## src/rtl/os_array_ctrl.sv

```systemverilog
// Sequencer for an output-stationary systolic array: clear, feed K beats, flush wavefront, drain rows.
// Latency: start at t -> done at t + 2 + k_len + (ROWS+COLS-2) + ROWS; feed_stall and out_ready gate FEED and DRAIN.
module os_array_ctrl #(
    parameter int ROWS = 4,
    parameter int COLS = 4,
    parameter int K_W  = 8,
    localparam int RW  = (ROWS > 1) ? $clog2(ROWS) : 1
) (
    input  logic           clk,
    input  logic           rst_n,
    input  logic           start,
    input  logic [K_W-1:0] k_len,
    input  logic           feed_stall,
    input  logic           out_ready,
    output logic           busy,
    output logic           pe_clear,
    output logic           pipeline_en,
    output logic           feed_valid,
    output logic [K_W-1:0] feed_idx,
    output logic           out_valid,
    output logic [RW-1:0]  drain_row,
    output logic           done
);

    localparam int FLUSH_N = ROWS + COLS - 2;
    localparam int FW      = (FLUSH_N > 1) ? $clog2(FLUSH_N) : 1;

    typedef enum logic [2:0] {
        IDLE,
        CLEAR,
        FEED,
        FLUSH,
        DRAIN,
        DONE
    } state_t;

    state_t         state_q, state_d;
    logic [K_W-1:0] k_len_q, k_len_d;
    logic [K_W-1:0] feed_idx_q, feed_idx_d;
    logic [FW-1:0]  flush_cnt_q, flush_cnt_d;
    logic [RW-1:0]  drain_row_q, drain_row_d;

    always_ff @(posedge clk) begin
        if (!rst_n) begin
            state_q     <= IDLE;
            k_len_q     <= '0;
            feed_idx_q  <= '0;
            flush_cnt_q <= '0;
            drain_row_q <= '0;
        end else begin
            state_q     <= state_d;
            k_len_q     <= k_len_d;
            feed_idx_q  <= feed_idx_d;
            flush_cnt_q <= flush_cnt_d;
            drain_row_q <= drain_row_d;
        end
    end

    always_comb begin
        state_d     = state_q;
        k_len_d     = k_len_q;
        feed_idx_d  = feed_idx_q;
        flush_cnt_d = flush_cnt_q;
        drain_row_d = drain_row_q;
        busy        = (state_q != IDLE);
        pe_clear    = 1'b0;
        pipeline_en = 1'b0;
        feed_valid  = 1'b0;
        out_valid   = 1'b0;
        done        = 1'b0;

        case (state_q)
            IDLE: begin
                if (start && (k_len != '0)) begin
                    k_len_d    = k_len;
                    feed_idx_d = '0;
                    state_d    = CLEAR;
                end
            end
            CLEAR: begin
                pe_clear   = 1'b1;
                feed_idx_d = '0;
                state_d    = FEED;
            end
            FEED: begin
                feed_valid  = !feed_stall;
                pipeline_en = !feed_stall;
                if (!feed_stall) begin
                    // Last beat holds the index rather than stepping past k_len-1.
                    if (feed_idx_q == k_len_q - K_W'(1)) begin
                        flush_cnt_d = '0;
                        drain_row_d = '0;
                        state_d     = (FLUSH_N == 0) ? DRAIN : FLUSH;
                    end else begin
                        feed_idx_d = feed_idx_q + K_W'(1);
                    end
                end
            end
            FLUSH: begin
                pipeline_en = 1'b1;
                if (flush_cnt_q == FW'(FLUSH_N - 1)) begin
                    drain_row_d = '0;
                    state_d     = DRAIN;
                end else begin
                    flush_cnt_d = flush_cnt_q + FW'(1);
                end
            end
            DRAIN: begin
                out_valid = 1'b1;
                if (out_ready) begin
                    if (drain_row_q == RW'(ROWS - 1)) begin
                        state_d = DONE;
                    end else begin
                        drain_row_d = drain_row_q + RW'(1);
                    end
                end
            end
            DONE: begin
                done    = 1'b1;
                state_d = IDLE;
            end
            default: state_d = IDLE;
        endcase
    end

    assign feed_idx  = feed_idx_q;
    assign drain_row = drain_row_q;

endmodule
```

## config.mk

```make
export PLATFORM = sky130hd
export DESIGN_NAME = os_array_ctrl
export DESIGN_NICKNAME = d
export VERILOG_FILES = /design/src/rtl/os_array_ctrl.sv
export SDC_FILE = /design/constraint.sdc
export NUM_CORES = 1
export LEC_CHECK = 0
export CORE_MARGIN = 1.5
export CORE_UTILIZATION = 51
export DETAILED_ROUTE_END_ITERATION = 10
export MAX_ROUTING_LAYER = met4
export PLACE_DENSITY = 0.8
export SLEW_MARGIN = 20
export SYNTH_ARGS = -nofsm -noshare
export SYNTH_HDL_FRONTEND = slang
export SYNTH_SLANG_ARGS = --single-unit
```

## constraint.sdc

```tcl
create_clock -name clk -period 2.52 [get_ports clk]
set_input_delay 0.756 -clock clk [delete_from_list [all_inputs] [get_ports clk]]
set_output_delay 0.756 -clock clk [all_outputs]
set_load 0.05 [all_outputs]
```

### Yosys cells after proc, flatten, opt, wreduce, memory -nomap -nowiden

Cells that the tools add are included.

* reductions and logical operators: 13
* muxes and demuxes: 26
* equality and inequality tests: 17
* add/sub/neg operators: 4

Operators with widths (count)
* $mux 3: 9
* $mux 8: 3
* $pmux 8 s3: 1
* $ne 2x2->1 const B: 9
* $pmux 3 s5: 1
* $reduce_and 6->1: 2
* $mux 2: 5
* $eq 3x3->1 const B: 3
* $reduce_bool 3->1: 3
* $add 8x1->8 const B: 1
* $eq 8x8->1: 1
* $reduce_and 4->1: 2
* $reduce_bool 8->1: 1
* $sub 8x1->8 const B: 1
* $eq 3x2->1 const B: 2
* $pmux 2 s3: 1
* $pmux 3 s2: 1
* $mux 1: 4
* $add 3x1->3 const B: 1
* $eq 3x1->1 const B: 1
* $logic_not 3->1: 1
* $add 2x1->2 const B: 1
* $eq 2x2->1 const B: 1
* $pmux 1 s2: 1
* 4 further kinds: 4

* logic and storage cells: 65
* input bits: 13
* register bits after elaboration: 24

### Longest topological paths before layout

* depth in word-level cells: 5
* mapped depth: 10
* depth with buffers taken out: 8

### Least setup slack after synthesis

OpenSTA, ideal clock, no wires.

* path type: flip-flop to output port
* start point: register state_q[0]
* end point: output port done
* required time: 1.764 ns
* cell stages (with the launch flop): 4
* arrival time: 1.818 ns
* setup slack: -0.054 ns
* path buffers: 1
* cell sequence: dfxtp_1 > clkbuf_1 > inv_1 > nor3b_1

* word-level cells in the longest chain between the ends: 2

Ends and longest elaborated chain
* start, declared: RTL line 37 `state_t state_q, state_d;`
* start signal, assigned: RTL line 51 `state_q <= state_d;`
* $eq 3x3->1: RTL line 72 `case (state_q)`
* $mux 1: RTL line 72
* end, declared: RTL line 22 `output logic done`

Every way passes these cells.

### Final worst setup path

* start point: register k_len_q[0]
* end point: register feed_idx_q[1], in the netlist feed_idx[1]

* word-level cells in the longest chain between the ends: 4

Ends and longest elaborated chain
* start, declared: RTL line 38 `logic [K_W-1:0] k_len_q, k_len_d;`
* start signal, assigned: RTL line 52 `k_len_q <= k_len_d;`
* $sub 8x1->8: RTL line 90 `if (feed_idx_q == k_len_q - K_W'(1)) begin`
* $eq 8x8->1: RTL line 90
* $ne 2x2->1 (no source line)
* $reduce_and 4->1 (no source line)
* end signal, assigned: RTL line 53 `feed_idx_q <= feed_idx_d;`
* end, declared: RTL line 39 `logic [K_W-1:0] feed_idx_q, feed_idx_d;`

Every way passes these cells.
A chain may end at the register's enable or synchronous reset.

==> results.py <==
metrics = {
    "run_status": {
        "status": "completed",
    },
    "critical_path": {
        "cp-end-kind": "flop",
        "required_ns": 2.74,
        "cp.arrival_ns": 2.68,
        "critPathSlowestCell": "or4_4",
        "worstSetupStartpointType": "flop",
        "critical_path_class": "flop to flop",
        "critical-path-top-delay-family": "simple AND/OR/NAND/NOR gates",
        "cpMostUsedCell": "or4_4",
        "crit_path_cell_trace": "or4_4, o21a_1, or4_4, a211oi_2, buf_6, buf_4, nand3b_1, a21oi_1",
        "crit_fanout": 11,
        "max_stage_delay_ns": 0.54,
        "cp.buffers_inverters": 2,
    },
    "global_routing": {
        "grt_pass1_vias": 1427,
        "grt_remaining_overflow": 0,
        "grt_pass1_wl_um": 6190,
        "antenna_found_initial": 0,
        "track_usage_pct": 24.8,
        "grt_max_degree": 15,
    },
    "die": {
        "start_util_pct": 54.2,
        "die_area_um2": 3270,
        "die_w_um": 57.1,
        "core_area_um2": 2760,
        "ioPinCount": 29,
        "die_h_um": 57.1,
        "fp-row-count": 19,
    },
    "timing": {
        "layout_min_cycle_time_ns": 2.46,
        "max_freq_ghz": 0.407,
        "slew_headroom_pct": 66.0,
        "skew_ns": 0.00608,
        "worstMarginPinSlew_ns": 0.508,
        "hold_viol_final": 0,
        "setup_viol_count_final": 0,
        "report.final.slew_viol_count": 0,
        "finalCritPeriodShare_pct": 97.5,
        "rsz0062_at_grt": "false",
    },
    "power_and_ir_drop": {
        "cellPowerDensity_nw_per_um2": 453,
        "irDropWorstVdd_uv": 396,
        "power.leakage_uw": 0.000854,
    },
    "logic_synthesis": {
        "synth_commonest_cells": "dfxtp_1 (24), nor2_1 (15), nand2_1 (12)",
        "avgSynthCellArea_um2": 8.54,
        "synth_edf_count": 0,
        "yosysSeqAreaShare_pct": 32.1,
        "synth_xor_area_share_pct": 7.03,
        "synth_compound_area_share_pct": 16.4,
        "synth_nets": 193,
        "synth_top_family_by_area": "simple AND/OR/NAND/NOR gates",
        "synth.area.top_cells": "dfxtp_1 (32%), mux2i_1 (6.7%), xnor2_1 (5.9%)",
        "yosysWarnings": 0,
        "synthAdderAreaFrac_pct": 4.18,
        "postSynth.asyncResetShare_pct": 0,
        "synth-seq-cells": 24,
        "synthDistinctLibCells": 41,
        "syn_inst": 175,
        "synth_flop_cell": "dfxtp_1",
        "synth_most_common_cell": "dfxtp_1",
        "syn_area_um2": 1500,
        "synthSimpleGateAreaFrac_pct": 26.4,
        "muxShareOfSynthArea_pct": 6.69,
        "synthDominantAreaCellType": "dfxtp_1",
        "synth_top_area_share_pct": 32.1,
    },
    "clock_network": {
        "path_clk_slew_ns": 0.14,
        "cts_inserted_buffers": 3,
        "cts_sinks": 24,
        "cts_hold_buf": 0,
        "cts_tree": "built",
        "ctsHtreeMaxLevel": 1,
        "cts_buffer_depth": 2,
        "clock-root-buffer": "clkbuf_4",
        "clk_latency_ns": 0.32,
    },
    "job": {
        "drv_cap": 0,
    },
    "final_layout": {
        "fillers": 204,
        "drive_gt1_share_pct": 22.9,
        "multi_input_area_um2": 928,
        "area_delta_synth_final_pct": 35.3,
        "regArea_um2": 483,
        "final_cells": 249,
        "n_antenna_cell": 0,
        "nets": 237,
        "fin_area_um2": 2020,
    },
    "detailed_routing": {
        "vias_per_cell": 5.87,
        "via_count": 1462,
        "detail-route-antenna-nets": 0,
        "totalWireLength_um": 3780,
        "dr.pass1.iters": 4,
        "drt-initial-drc-count": 79,
        "drc_errors": 0,
        "wire_per_inst_um": 15.2,
    },
    "placement": {
        "place_area_um2": 1930,
        "port_buffers": 28,
        "hpwl_um": 2800,
        "place_inst": 244,
        "gp_congestion": 0.840,
    },
    "hold_path": {
        "hold_path.class": "flop to flop",
    },
}
## registers in the layout, indices dropped and copies added, names as in the netlist
name	count
flush_cnt_q	3
feed_idx	8
state_q	3
k_len_q	8
drain_row	2
## power breakdown
| group | switching (uW) | internal, uW | total (uW) |
|---|---|---|---|
| Combinational | 111 | 113 | 224 |
| Sequential | 15.1 | 393 | 408 |
| Clock | 124 | 161 | 285 |
## worst min-delay path, stage by stage, from the launching register on
cell and delay, ns:
dfxtp_1 0.36, nand2_1 0.06, mux2i_1 0.05
## metrics by stage
| step | util [%] | setup WS (ns) | hold slack (ns) | TNS, ns | power (uW) |
|---|---|---|---|---|---|
| after floorplan | - | 0.0115 | 0.485 | 0 | 553 |
| after global placement | 70.1 | -0.0796 | 0.463 | -0.217 | 627 |
| after detailed placement | 70.1 | -0.232 | 0.483 | -0.564 | 633 |
| after CTS | 72.5 | 0.0126 | 0.505 | 0 | 914 |
| after global routing | 73.4 | 0.0207 | 0.533 | 0 | 950 |
| final | 73.4 | 0.0633 | 0.501 | 0 | 917 |
## placed cells by master (no fill, tap or decap), types with 3 or more instances in the layout
cell	instances
nand2b_1	4
nand4_1	4
nor2_1	15
clkbuf_4	3
a21oi_1	10
nand2_1	12
nor4_1	5
nand3_1	6
buf_4	24
mux2i_1	10
ha_1	5
or3_1	7
or4_1	3
o21ai_2	3
buf_12	3
xnor2_1	10
o211ai_1	3
nor3_1	5
dlymetal6s2s_1	3
dfxtp_1	22
inv_1	7
clkdlybuf4s50_1	19
## logic make-up after synthesis
family / after synthesis
AO/OA/AOI/OAI: 32
adder cells (fa/ha/maj): 5
XOR/XNOR: 12
multiplexers: 10
buffers and inverters: 20
AND/OR/NAND/NOR: 72
flip-flops: 24
## per-layer routing
layer | GRT usage, % | wire [um]
met5 | - | 0
met1 | 27.1 | 1540
met3 | 3.17 | 134
met2 | 46.8 | 2050
met4 | 6.64 | 48
## final timing paths
kind | startpoint | endpoint | slack (ns) | cells past startpoint
min | drain_row[0] | drain_row[0] | 0.50 | 2
max | k_len_q[0] | feed_idx[1] | 0.06 | 8
min reg2reg | drain_row[0] | drain_row[0] | 0.50 | 2
max reg2reg | k_len_q[0] | feed_idx[1] | 0.06 | 8
## layout make-up
type / instances / share of cell area [%]
timing repair buffer: 51 / 24.1
clock inverter: 1 / 1.48
multi-input combinational: 131 / 45.9
sequential: 24 / 23.9
clock buffer: 3 / 1.11
inverter: 8 / 1.61
tap: 31 / 1.92
## repair_timing
action,4_1_cts,5_1_grt
gates cloned,0,0
gates resized for setup,4,8
pin swaps,1,0
setup endpoints to repair,1,14
buffers inserted,1,0
No activity file was read; power rests on OpenSTA's default activity.
